## src/rtl/mdio_pkg.sv

```systemverilog
// MDIO Clause-22 responder: shared types and constants.
// Frame FSM states, opcodes, PHY ID words and register reset values.
package mdio_pkg;

  typedef enum logic [2:0] {
    IDLE,
    START,
    OPCODE,
    PHYAD,
    REGAD,
    TA,
    WDATA,
    RDATA
  } mdio_state_t;

  localparam logic [1:0]  OP_WRITE = 2'b01;
  localparam logic [1:0]  OP_READ  = 2'b10;
  localparam logic [5:0]  PRE_LEN  = 6'd32;

  localparam logic [15:0] PHY_ID1  = 16'h0141;
  localparam logic [15:0] PHY_ID2  = 16'h0CC2;
  localparam logic [15:0] REG0_RST = 16'h1140;
  localparam logic [15:0] REG1_RST = 16'h7949;

  function automatic logic [15:0] reg_rst(input logic [4:0] a);
    case (a)
      5'd0:    return REG0_RST;
      5'd1:    return REG1_RST;
      5'd2:    return PHY_ID1;
      5'd3:    return PHY_ID2;
      default: return 16'h0000;
    endcase
  endfunction

  function automatic logic is_ro(input logic [4:0] a);
    return (a == 5'd2) || (a == 5'd3);
  endfunction

endpackage

```

## src/rtl/mdio_sync_edge.sv

```systemverilog
// MDC/MDIO input synchronizer with MDC rising-edge detect.
// mdio_s is aligned with the cycle mdc_rise is high.
module mdio_sync_edge #(
  parameter int SYNC_STAGES = 2
) (
  input  logic clk,
  input  logic reset,
  input  logic mdc_i,
  input  logic mdio_i,
  output logic mdc_rise,
  output logic mdio_s
);

  logic [SYNC_STAGES-1:0] mdc_q;
  logic [SYNC_STAGES-1:0] mdio_q;
  logic                   mdc_d;

  always_ff @(posedge clk or posedge reset) begin
    if (reset) begin
      mdc_q  <= '0;
      mdio_q <= '0;
      mdc_d  <= 1'b0;
    end else begin
      mdc_q  <= (mdc_q << 1) | SYNC_STAGES'(mdc_i);
      mdio_q <= (mdio_q << 1) | SYNC_STAGES'(mdio_i);
      mdc_d  <= mdc_q[SYNC_STAGES-1];
    end
  end

  assign mdc_rise = mdc_q[SYNC_STAGES-1] & ~mdc_d;
  assign mdio_s   = mdio_q[SYNC_STAGES-1];

endmodule

```

## src/rtl/mdio_responder.sv

```systemverilog
// Clause-22 MDIO management responder with a 32 x 16 register file.
// One bit is consumed per synchronized MDC rising edge.
module mdio_responder
  import mdio_pkg::*;
#(
  parameter logic [4:0] PHY_ADDR    = 5'd1,
  parameter int         SYNC_STAGES = 2
) (
  input  logic        clk,
  input  logic        reset,
  input  logic        mdc_i,
  input  logic        mdio_i,
  output logic        mdio_o,
  output logic        mdio_t,
  output logic        wr_strobe,
  output logic [4:0]  wr_regad,
  output logic [15:0] wr_data,
  output logic        frame_err
);

  logic        mdc_rise;
  logic        mdio_s;

  mdio_state_t state;
  logic [4:0]  bit_cnt;
  logic [5:0]  ones;
  logic        is_rd;
  logic [15:0] sh;
  logic [15:0] sh_nx;
  logic [4:0]  regad;
  logic [15:0] rd_sh;
  logic [15:0] regs [32];

  mdio_sync_edge #(
    .SYNC_STAGES(SYNC_STAGES)
  ) u_sync (
    .clk     (clk),
    .reset   (reset),
    .mdc_i   (mdc_i),
    .mdio_i  (mdio_i),
    .mdc_rise(mdc_rise),
    .mdio_s  (mdio_s)
  );

  assign sh_nx = {sh[14:0], mdio_s};

  always_ff @(posedge clk or posedge reset) begin
    if (reset) begin
      state     <= IDLE;
      bit_cnt   <= '0;
      ones      <= '0;
      is_rd     <= 1'b0;
      sh        <= '0;
      regad     <= '0;
      rd_sh     <= '0;
      mdio_o    <= 1'b0;
      mdio_t    <= 1'b1;
      wr_strobe <= 1'b0;
      wr_regad  <= '0;
      wr_data   <= '0;
      frame_err <= 1'b0;
      for (int i = 0; i < 32; i++) regs[i] <= reg_rst(5'(i));
    end else begin
      wr_strobe <= 1'b0;
      frame_err <= 1'b0;
      if (mdc_rise) begin
        sh      <= sh_nx;
        bit_cnt <= bit_cnt + 5'd1;
        unique case (state)
          IDLE: begin
            bit_cnt <= '0;
            if (mdio_s) begin
              if (ones != PRE_LEN) ones <= ones + 6'd1;
            end else begin
              ones <= '0;
              if (ones == PRE_LEN) state <= START;
            end
          end
          START: begin
            bit_cnt <= '0;
            if (mdio_s) begin
              state <= OPCODE;
            end else begin
              frame_err <= 1'b1;
              state     <= IDLE;
            end
          end
          OPCODE: if (bit_cnt == 5'd1) begin
            bit_cnt <= '0;
            if (sh_nx[1:0] == OP_WRITE) begin
              is_rd <= 1'b0;
              state <= PHYAD;
            end else if (sh_nx[1:0] == OP_READ) begin
              is_rd <= 1'b1;
              state <= PHYAD;
            end else begin
              frame_err <= 1'b1;
              state     <= IDLE;
            end
          end
          PHYAD: if (bit_cnt == 5'd4) begin
            bit_cnt <= '0;
            state   <= (sh_nx[4:0] == PHY_ADDR) ? REGAD : IDLE;
          end
          REGAD: if (bit_cnt == 5'd4) begin
            // snapshot read data so a later write cannot tear the frame
            bit_cnt <= '0;
            regad   <= sh_nx[4:0];
            rd_sh   <= regs[sh_nx[4:0]];
            state   <= TA;
          end
          TA: begin
            if (is_rd) begin
              if (bit_cnt == 5'd1) begin
                mdio_t  <= 1'b0;
                mdio_o  <= 1'b0;
                bit_cnt <= '0;
                state   <= RDATA;
              end
            end else if (mdio_s != (bit_cnt == 5'd0)) begin
              frame_err <= 1'b1;
              state     <= IDLE;
            end else if (bit_cnt == 5'd1) begin
              bit_cnt <= '0;
              state   <= WDATA;
            end
          end
          WDATA: if (bit_cnt == 5'd15) begin
            state <= IDLE;
            if (!is_ro(regad)) begin
              regs[regad] <= sh_nx;
              wr_strobe   <= 1'b1;
              wr_regad    <= regad;
              wr_data     <= sh_nx;
            end
          end
          RDATA: begin
            if (bit_cnt == 5'd16) begin
              mdio_t <= 1'b1;
              mdio_o <= 1'b0;
              state  <= IDLE;
            end else begin
              mdio_o <= rd_sh[15];
              rd_sh  <= {rd_sh[14:0], 1'b0};
            end
          end
          default: state <= IDLE;
        endcase
      end
    end
  end

endmodule

```

## config.mk

```make
export PLATFORM = sky130hd
export DESIGN_NAME = mdio_responder
export DESIGN_NICKNAME = d
export VERILOG_FILES = /design/src/rtl/mdio_pkg.sv /design/src/rtl/mdio_sync_edge.sv /design/src/rtl/mdio_responder.sv
export SDC_FILE = /design/constraint.sdc
export NUM_CORES = 1
export LEC_CHECK = 0
export BUFFER_PORTS_ARGS = -buffer_cell sky130_fd_sc_hd__buf_2
export CAP_MARGIN = 20
export CORE_AREA = 2 2 259 261
export DETAILED_ROUTE_END_ITERATION = 7
export DIE_AREA = 0 0 261 263
export SETUP_SLACK_MARGIN = 0.3
export SYNTH_ARGS = -nofsm -noshare
export SYNTH_HDL_FRONTEND = slang
export SYNTH_SLANG_ARGS = --single-unit
```

## constraint.sdc

```tcl
create_clock -name clk -period 44 [get_ports clk]
set_clock_uncertainty 0.15 [all_clocks]
set_input_delay 8.8 -clock clk [delete_from_list [all_inputs] [get_ports clk]]
set_output_delay 8.8 -clock clk [all_outputs]
set_load 0.1 [all_outputs]
```

; Word level (Yosys, flattened, before mapping)
; Cells that the tools add are included.
[totals]
regBits = 593
in_bits = 4
output_inout_bits = 25
wordCells = 161
[op_classes]
addsub = 2
magnitude_cmp = 3
n_eq_ne = 32
mux = 52
bitwise = 7
n_reduce_logical = 17
[ops]
columns = cell, count
row1 = bitwise mux 512 bit, 1
row2 = binary-select mux 16 bit (select 5 bit), 1
row3 = demux 16 bit (select 5 bit), 1
row4 = 2-to-1 mux 16 bit, 5
row5 = 2-to-1 mux 3 bit, 12
row6 = one-hot mux 16 bit (2 select lines), 1
row7 = one-hot mux 3 bit (8 select lines), 1
row8 = inequality test 2 bit (second input constant), 11
row9 = 2-to-1 mux 5 bit, 4
row10 = one-hot mux 5 bit (4 select lines), 1
row11 = 2-to-1 mux 1 bit, 17
row12 = AND reduction 4 bit, 4
row13 = == test 3 bit (second input constant), 4
row14 = greater-or-equal comparator 6 bit (second input constant), 2
row15 = 2-to-1 mux 6 bit, 2
row16 = NOT 5 -> 6 bit, 2
row17 = == test 5 x 1 -> 1 bit (second input constant), 2
row18 = == test 5 x 2 -> 1 bit (second input constant), 2
row19 = AND reduction 10 bit, 1
row20 = adder 6 x 1 -> 6 bit (second input constant), 1
row21 = == test 3 x 2 -> 1 bit (second input constant), 2
row22 = == test 6 bit (second input constant), 1
row23 = < comparator 6 x 1 -> 1 bit (second input constant), 1
row24 = 2-to-1 mux 2 bit, 3
row25 = 23 further kinds, 31

; Longest topological paths before layout
[depth]
word_depth = 6
depth_mapped = 10
depth_no_buf = 8

; By module
; From an unflattened synthesis, not the netlist that was laid out.
[unflattened]
cells_unflattened = 1797
area_unflattened_um2 = 26776.9
[by_module_without_submodules]
columns = module, instances, cells_per_inst, area_per_inst_um2, seq_area_each_um2
row1 = mdio_responder, 1, 1790, 26634.3, 14739.1
row2 = mdio_sync_edge, 1, 7, 142.6, 125.1

; Worst setup path after synthesis
; OpenSTA, ideal clock, no wires.
[synth_path]
path_kind = flip-flop to output port
from = reg wr_regad[1]
to = out wr_regad[1]
arrival_time_ps = 898
setup_slack_ps = 34152
path_stages_with_launch = 1
path_cell_list = dfrtp_1
[synth_lines]
columns = item, line
row1 = from (decl), mdio_responder.sv:16  ; output logic [4:0] wr_regad,
row2 = from (signal assigned), mdio_responder.sv:133  ; wr_regad <= regad;
; No word-level cell between the ends.

==> impl_metrics.json <==
{
  "power_density_nw_per_um2": 39.6,
  "avgSynthCellArea_um2": 14.4,
  "die_y_um": 263,
  "synth_fp_nets": 1862,
  "seqCellArea_um2": 14900,
  "slowest_stage": "buf_4",
  "yosysSeqAreaShare": 0.556,
  "dr.pass1.iters": 5,
  "yosys_warnings": 0,
  "peakVddDrop_uv": 31.2,
  "tns_ps": 0,
  "core_area_um2": 65600,
  "synthTopCellsByCount": "573 x dfrtp_1, 503 x mux2_2, 131 x clkbuf_1",
  "grt_setup_unrepaired": "false",
  "endpoint_kind": "asynchronous set/reset pin",
  "pre_cts_ws_ps": 31520,
  "pin_count": 29,
  "synth_top_area_share": 0.537,
  "synthSimpleGateAreaFrac": 0.0369,
  "synth_cell_type_count": 61,
  "clk_latency_ps": 640,
  "status": "finished clean",
  "hpwl_um": 39000,
  "setup_viol": 0,
  "period_share": 0.266,
  "cts_buffers": 61,
  "htree_levels": 2,
  "clock-root-buffer": "clkbuf_16",
  "hold_viol": 0,
  "cts_max_path_buffers": 3,
  "postRouteWirelength_um": 65200,
  "required_ps": 44470,
  "routabilityCongestion": 0.788,
  "synthMuxAreaShare": 0.318,
  "die_area_um2": 68600,
  "drc": 0,
  "synth.most_common_cell": "dfrtp_1",
  "grt_pass1_vias": 16200,
  "num_rows": 94,
  "portBuffers": 28,
  "post-cts-setup-buffer-count": 0,
  "max_cap_violations": 0,
  "synth_top_area_cell": "dfrtp_1",
  "viasPerCell": 5.70,
  "grt_overflow": 0,
  "fmax_mhz": 85.6,
  "worstHoldStart": "u_sync.mdc_q[0]",
  "cts_resized": 0,
  "crit_fanout": 120,
  "antenna_found_initial": 0,
  "synthTopCellsByArea": "dfrtp_1 54%, mux2_2 21%, mux4_2 8.1%",
  "cp-start-kind": "primary input",
  "synth_edf_count": 0,
  "leakage_nw": 13.9,
  "fin_nets": 1799,
  "setup_slack_ps": 32310,
  "nFillCells": 5812,
  "r2r_start": "u_sync.mdio_q[1]",
  "grt_max_degree": 121,
  "antenna_left": 0,
  "multi_input_area_um2": 10900,
  "synth.cell_area_um2": 26700,
  "worstSetupPathType": "in -> async",
  "synthCells": 1851,
  "grt_first_pass_wirelength_um": 102000,
  "cts_tree": "done",
  "drt_iter0_drc": 1108,
  "hp-class": "reg -> reg",
  "drive_above_1_share": 0.455,
  "path_clk_slew_ps": 60,
  "synth_top_family_by_area": "multiplexers",
  "synth-xor-area-share": 0,
  "ys.flop_type": "dfrtp_1",
  "synth_fa_ha_area_frac": 0.00328,
  "routedWlPerCell_um": 24.1,
  "grt_usage": 0.194,
  "start_util": 0.407,
  "synth_compound_area_frac": 0.0504,
  "slowest_delay_ps": 840,
  "path_cells": "buf_2 > inv_8 > buf_4 > buf_4 > buf_4",
  "tightest_slew_ps": 1140,
  "arrival_ps": 12150,
  "synth_async_sr_flop_share": 1.00,
  "min_period_ps": 11690,
  "cp_common_cell": "buf_4",
  "clock_sinks": 593,
  "dieWidth_um": 261,
  "maxSlewViolCount": 0,
  "vias": 15400,
  "syn2layout_area_growth_pct": 10.6,
  "holdBufCountCts": 0,
  "maxSlewHeadroom": 0.241,
  "synth_seq_cells": 593,
  "crit_start": "reset"
}
[power breakdown]
| part | internal, mW | total, mW | switching [mW] |
|---|---|---|---|
| clock network | 0.297 | 0.515 | 0.218 |
| logic | 0.0218 | 0.0926 | 0.0707 |
| registers | 0.550 | 0.563 | 0.0132 |
| total | 0.869 | 1.17 | 0.302 |
[flip-flops by register name, summed over array words and instances, names as in the netlist]
signal,cells
u_sync.mdc_d,1
regad,5
wr_regad,5
wr_strobe,1
u_sync.mdc_q,2
wr_data,16
bit_cnt,5
mdio_t,1
frame_err,1
is_rd,1
regs,512
ones,6
state,3
sh,15
rd_sh,16
u_sync.mdio_q,2
mdio_o,1
[critical path, delay by kind of cell]
kind	cells	cell delay, ps
buf+inv	5	3090
[layout by cell type (no fill, tap or decap), types with 4 or more instances in the layout]
master     synthesis  final
nand3_1           11     11
nor2b_1            6      4
a211oi_1          14     14
o221ai_1          30     30
nand2_1           79     79
mux2i_1           66     66
a21oi_1           23     22
dfrtp_1          573    568
o22ai_1           19     19
buf_4             21     30
nand2b_1           8      8
o21ai_0           32     32
clkinv_2           0     13
inv_1             15     14
buf_8              0      6
dfstp_2           20     20
clkbuf_8           0     13
mux2_2           503    503
clkbuf_1         131     13
nor2_2            21     22
nor3_1             8      8
a22oi_1           29     29
buf_2             34     29
nor2_1            12     11
clkbuf_16          0     62
mux4_2            96     96
nand3b_1           7      7
ha_1               7      7
a22o_1            20     20
[metrics by stage]
step                hold slack [ps]  power (mW)  std cells   util  cell area (um2)
global route                    218        1.22       2698  0.450            29500
floorplan                       181       0.624       1851      -            26700
detailed placement              200       0.667       2582  0.418            27400
global placement                194       0.665       2578  0.417            27400
finish                          213        1.17       2701  0.450            29600
CTS                             216        1.18       2691  0.449            29400
[metal layers]
layer	up-vias	track usage	routed length, um
li1	6675	-	-
met1	8318	0.285	30400
met2	316	0.306	30900
met3	77	0.0264	2630
met4	0	0.0468	1250
met5	-	0	0
[cells by family after synthesis]
family                     Yosys count
buffers and inverters              211
muxes                              666
DFF                                593
AOI/OAI and AO/OA                  189
adders and majority gates            7
and+or+nand+nor                    185
[final cells by class]
type	instances	share of cell area
well taps	864	0.0366
clock buffers	88	0.0602
repair buffers	70	0.0197
diodes	3	0.000254
multi-input cells	1047	0.370
inverters	15	0.00216
clock inverters	21	0.00741
flip-flops and latches	593	0.503
[path summary, 6_finish.rpt]
kind                                         to  slack, ps  cells past startpoint
worst min-delay path            u_sync.mdc_q[1]        210                      0
max in group clk                         mdio_t      33480                      1
min in group asynchronous            wr_data[2]       8160                      2
worst max-delay path                  regs[143]      32310                      5
worst max register to register        rd_sh[14]      40220                      5
worst min register to register  u_sync.mdc_q[1]        210                      0
Power figures use the tool's default switching activity.
